<file path="src/rtl/commu_pkg.sv">
// Shared definitions for the commu packet engines: FSM encodings, word-length helper and
// default link timeout.
package commu_pkg;

    typedef enum logic [2:0] {
        S_IDLE = 3'd0,
        S_CHK  = 3'd1,
        S_WAIT = 3'd2,
        S_HIGH = 3'd3,
        S_LOW  = 3'd4,
        S_ACK  = 3'd5,
        S_NEXT = 3'd6,
        S_DONE = 3'd7
    } commu_state_e;

    localparam int unsigned TIMEOUT_CYC_DEF = 32'h0000_FFFF;

    // Packets move as 16-bit words; an odd trailing byte is dropped.
    function automatic logic [15:0] lenw(input logic [15:0] len);
        return {1'b0, len[15:1]};
    endfunction

endpackage

</file>
<file path="src/rtl/commu_pull.sv">
// Receive-side packet engine: pulls len_pkg/2 words from the link receiver and writes them to
// the packet buffer high byte first, with a per-word stall timeout.
module commu_pull
    import commu_pkg::*;
#(
    parameter int unsigned TIMEOUT_CYC = TIMEOUT_CYC_DEF,
    parameter int unsigned CNT_W       = 16
) (
    input  logic        clk_sys,
    input  logic        rst_n,
    input  logic        fire_pull,
    output logic        done_pull,
    output logic        err_pull,
    input  logic        fire_rx,
    input  logic [15:0] data_rx,
    output logic        done_rx,
    output logic        buf_wr,
    output logic [7:0]  buf_data,
    output logic        buf_frm,
    input  logic [15:0] len_pkg
);

    localparam logic [CNT_W-1:0] TMO_LAST = CNT_W'(TIMEOUT_CYC - 1);

    commu_state_e     state_q, state_d;
    logic [15:0]      data_reg;
    logic [CNT_W-1:0] lenw_reg;
    logic [CNT_W-1:0] cnt_word;
    logic [CNT_W-1:0] cnt_tmo;
    logic             err_flag;
    logic             tmo_hit;

    assign tmo_hit = (cnt_tmo == TMO_LAST);

    always_comb begin
        state_d = state_q;
        case (state_q)
            S_IDLE: if (fire_pull) state_d = S_CHK;
            S_CHK:  state_d = (lenw_reg == '0) ? S_DONE : S_WAIT;
            // A word arriving on the expiry cycle still wins over the timeout.
            S_WAIT: begin
                if (fire_rx)      state_d = S_HIGH;
                else if (tmo_hit) state_d = S_DONE;
            end
            S_HIGH: state_d = S_LOW;
            S_LOW:  state_d = S_ACK;
            S_ACK:  state_d = S_NEXT;
            S_NEXT: state_d = (cnt_word == lenw_reg) ? S_DONE : S_WAIT;
            S_DONE: state_d = S_IDLE;
            default: state_d = S_IDLE;
        endcase
    end

    always_ff @(posedge clk_sys or negedge rst_n) begin
        if (!rst_n) begin
            state_q  <= S_IDLE;
            data_reg <= '0;
            lenw_reg <= '0;
            cnt_word <= '0;
            cnt_tmo  <= '0;
            err_flag <= 1'b0;
        end else begin
            state_q <= state_d;
            if (state_q == S_IDLE && fire_pull) lenw_reg <= CNT_W'(lenw(len_pkg));
            if (state_q == S_WAIT && fire_rx) data_reg <= data_rx;
            cnt_tmo <= (state_q == S_WAIT && state_d == S_WAIT) ? cnt_tmo + 1'b1 : '0;
            if (state_q == S_ACK)       cnt_word <= cnt_word + 1'b1;
            else if (state_q == S_DONE) cnt_word <= '0;
            if (state_q == S_IDLE) begin
                err_flag <= 1'b0;
            end else if (state_q == S_WAIT && !fire_rx && tmo_hit) begin
                err_flag <= 1'b1;
            end
        end
    end

    always_comb begin
        buf_wr    = (state_q == S_HIGH) || (state_q == S_LOW);
        done_rx   = (state_q == S_ACK);
        done_pull = (state_q == S_DONE);
        err_pull  = (state_q == S_DONE) && err_flag;
        buf_frm   = (state_q != S_IDLE);
        case (state_q)
            S_HIGH:  buf_data = data_reg[15:8];
            S_LOW:   buf_data = data_reg[7:0];
            default: buf_data = 8'h00;
        endcase
    end

endmodule

</file>
<file path="config.mk">
export PLATFORM = sky130hd
export DESIGN_NAME = commu_pull
export DESIGN_NICKNAME = d
export VERILOG_FILES = /design/src/rtl/commu_pkg.sv /design/src/rtl/commu_pull.sv
export SDC_FILE = /design/constraint.sdc
export NUM_CORES = 1
export LEC_CHECK = 0
export CORE_UTILIZATION = 56
export CTS_CLUSTER_DIAMETER = 120
export DETAILED_ROUTE_END_ITERATION = 10
export PLACE_DENSITY_LB_ADDON = 0.3
export SETUP_SLACK_MARGIN = 0.4
export SLEW_MARGIN = 20
export SYNTH_ARGS = -nofsm -noshare
export SYNTH_HDL_FRONTEND = slang
export SYNTH_SLANG_ARGS = --single-unit
export TNS_END_PERCENT = 5
</file>
<file path="constraint.sdc">
create_clock -name clk_sys -period 3.4 [get_ports clk_sys]
set_input_delay 0.34 -clock clk_sys [delete_from_list [all_inputs] [get_ports clk_sys]]
set_output_delay 0.34 -clock clk_sys [all_outputs]
set_load 0.1 [all_outputs]
</file>
==> Word level (Yosys, flattened, before mapping) <==
Index checks and enable logic that the tools add are counted.
{ "word_totals": {"in_bits": 36, "reg_bits": 67, "word_cells": 43, "out_inout_bits": 13} }
{ "classes": {"n_mux": 12, "eq_ne": 10, "reduce_logical": 13, "n_addsub": 2} }
{ "op_table": {"columns": ["op", "count"], "rows": [
  ["$mux W16", 3],
  ["$add A16 B1 Y16 const B", 2],
  ["$pmux W3 S8", 1],
  ["$eq A16 B15 Y1", 1],
  ["$eq A16 B16 Y1 const B", 1],
  ["$logic_not A16 Y1", 1],
  ["$pmux W8 S2", 1],
  ["$mux W3", 5],
  ["$eq A3 B3 Y1 const B", 4],
  ["$eq A3 B2 Y1 const B", 3],
  ["$logic_and A1 B1 Y1", 6],
  ["$reduce_bool A2 Y1", 2],
  ["$eq A3 B1 Y1 const B", 1],
  ["$logic_not A3 Y1", 1],
  ["$reduce_bool A3 Y1", 1],
  ["$mux W1", 2],
  ["$logic_not A1 Y1", 1],
  ["$logic_or A1 B1 Y1", 1]
]} }

==> Depth between registers and ports, before layout <==
{ "logic_depth": {"depth_word": 7, "mapped_depth": 9, "depth_no_buf": 8} }

==> Worst setup path before layout <==
No wires, ideal clock.
{ "synth_timing": {"path_kind": "flip-flop to output port", "from": "reg state_q[0]", "to": "out buf_data[0]", "n_path_buf": 1, "stages_incl_launch_ff": 6, "setup_slack_ns": 1.180, "required_time_ns": 3.060, "arrival_time_ns": 1.880, "cell_sequence": "dfrtp_1 > inv_1 > ha_1 > and2_1 > clkbuf_1 > a22o_1"} }
{ "synth_between": {"elab_chain_cells": 2} }
{ "synth_lines": {"columns": ["element", "line", "text"], "rows": [
  ["start, declared", "commu_pull.sv:25", "commu_state_e state_q, state_d;"],
  ["start signal, assigned", "commu_pull.sv:63", "state_q <= state_d;"],
  ["$eq A3 B3 Y1 or $eq A3 B2 Y1 (tied branches)", "commu_pull.sv:83", "case (state_q)"],
  ["$pmux W8 S2 (*)", "commu_pull.sv:83", null],
  ["end, declared", "commu_pull.sv:18", "output logic [7:0] buf_data,"]
]} }
Mark *: on every way between the ends. The rest lies on a longest branch, timed or not.

==> Worst setup path in the final report <==
{ "layout_timing": {"from": "reg state_q[0]", "to": "out buf_data[6]"} }
The elaborated chain is that of the path after synthesis.

==> reports/metrics.cfg <==
[logic_synthesis]
synthAdderAreaFrac_pct=2.63
synth_edf_count=0
synth-simple-area-share_pct=18.4
syn_avg_cell_area_um2=11.2
synth_compound_area_share_pct=5.98
synth_flop_cell=dfrtp_1
synth_top_family_by_area=simple AND/OR/NAND/NOR gates
synth_common_cells=67 x dfrtp_1, 32 x mux2_2, 28 x nor2_1
synth-xor-area-share_pct=7.64
synthArstFlopShare_pct=100
synth_top_cells_by_area=dfrtp_1 50%, mux2_2 11%, xnor2_1 5.5%
synth.area.mux_share_pct=12.6
yosys_warnings=0
ys_seq_area_share_pct=50.4
synth.most_common_cell=dfrtp_1
synthesis.area_um2=3330
syn_inst=297
synth_top_area_cell=dfrtp_1
ys_seq_elements=67
synth_nets=340
synth_cell_type_count=45
synth_top_area_share_pct=50.4

[detailed_routing]
drcViolationCount=0
initialDrtViolationCount=203
wire_per_inst_um=15.3
wl_um=6520
postRouteAntennaNets=0
firstDrtPassIters=4
vias=2389
viasPerCell=5.62

[timing]
fin_skew_ns=0.00473
period_share_pct=71.8
setup_viol=0
clock.fmax_mhz=410
setup_ws_ns=0.960
tns_ns=0
worstMarginPinSlew_ns=0.902
rsz0062_at_grt=no
hold_viol_final=0
period_needed_ns=2.44
fin_hold_ws_ns=0.127
slew_violations=0
max-slew-margin-rel_pct=39.9

[global_routing]
grt_util_met3_pct=5.98
grt_max_degree=43
use_met2_pct=37.3
grt_pass1_wl_um=11300
grt-ovfl-total=0
busiest_layer=met2
grt_pass1_vias=2389
grt_use_total_pct=23.8
grt_use_met1_pct=32.2
antenna_found_initial=0

[clocking]
worstSkewPairLatency_ns=0.34
cts_hold_buf=0
root_buffer=clkbuf_8
clk_pin_slew_ns=0.07
tritoncts=done
clock_sinks=67
htreeDepth=3
post_cts_buffers=0
cts_resized=0
cts_max_path_buffers=2
cts_buffers=9

[cells_and_area]
drive_above_1_share_pct=20.7
regArea_um2=1680
utilization_pct=72.1
fin_cells=425
antenna_cells=0
fill_cells=411
final_cell_area_um2=4050
areaGrowthSynthToFinish_pct=21.6
nets=391
multi_input_area_um2=1570

[setup_path]
end_kind=output pin
path_cells=ha_1 -> nor2b_1 -> a22o_1 -> buf_4
crit_path_start_kind=register
crit_type=register to output pin
cp_num_buf_inv=1
crit_arrival_ns=2.10
slowest_delay_ns=0.53
required_ns=3.06
cp_max_fo=8
crit_slowest_cell=nor2b_1
critical-path-top-delay-family=simple AND/OR/NAND/NOR gates

[die]
initial_core_util_pct=59.3
num_io_pins=49
dieArea_um2=6250
die_height_um=79.1
core-area_um2=5610
die_x_um=79.1
std_cell_rows=27

[pwr]
switching_share_pct=39.0
p_leak_nw=1.74
p_int_mw=2.03
comb_power_share_pct=39.3
clock_power_share_pct=23.6
power_density_nw_per_um2=824
switchingPower_mw=1.30
vdd_drop_max_uv=460
seqPwrFrac_pct=37.1
total_power_mw=3.33

[status]
status=finished clean

[placement]
dp_cells=409
hpwl_um=4640
place_ws_ns=1.20
placed_cell_area_um2=3800
gp_congestion=0.839
io_buffers=47

[worst_hold_path]
holdCritPathClass=primary input to asynchronous set/reset pin

[job]
drv_cap=0

[layer usage]
metal,wire length (um),part of all wire (%)
met5,0,0
met4,96,1.5
met3,351,5.4
met2,3050,47
met1,3020,46
[area by class of cell]
| type | instances | area share [%] |
|---|---|---|
| clock buffers | 13 | 4.42 |
| clock inverters | 3 | 1.67 |
| inverters | 5 | 0.464 |
| multi-input cells | 217 | 38.9 |
| flip-flops and latches | 67 | 41.4 |
| well taps | 72 | 2.23 |
| repair buffers | 48 | 10.9 |
[logic make-up after synthesis]
kind of cell / count (synthesis)
muxes: 38
DFF: 67
xor gates and xnor gates: 29
AOI/OAI and AO/OA: 30
buffers and inverters: 13
and+or+nand+nor: 113
adders and majority gates: 7
[placed cells by master, fill, tap and decap left out, drive strengths merged, types with 2 or more instances in the layout]
cell,n
dfrtp,67
clkdlybuf4s50,33
mux2,32
nor2,28
xnor2,21
nand2,20
nand3,15
buf,15
clkbuf,13
nand4,13
o21ai,12
a22o,9
nor3,8
xor2,8
ha,7
mux2i,6
and3,6
inv,5
nand2b,4
and2,3
nor4,3
nor2b,2
a21oi,2
o31ai,2
o211ai,2
a31oi,2
bufinv,2
or3,2
and4,2
[worst paths after layout]
kind                         startpoint            to  slack [ns]  cells past startpoint
setup reg to reg             state_q[1]  cnt_word[15]        1.21                      8
setup / recovery             state_q[0]   buf_data[6]        0.96                      4
max in group asynchronous         rst_n  cnt_word[13]        2.41                      2
min in group clk_sys       cnt_word[15]  cnt_word[15]        0.47                      1
hold / removal                    rst_n   cnt_word[1]        0.13                      1
hold reg to reg            cnt_word[15]  cnt_word[15]        0.47                      1
[power by group through the flow]
stage / clock network, mW / logic (mW) / registers [mW]
finish: 0.787 / 1.31 / 1.24
global route: 0.838 / 1.40 / 1.27
CTS: 0.801 / 1.32 / 1.23
detailed placement: 0 / 1.31 / 1.25
global placement: 0 / 1.29 / 1.23
floorplan: 0 / 1.09 / 1.17
(Power assumes the default switching activity.)
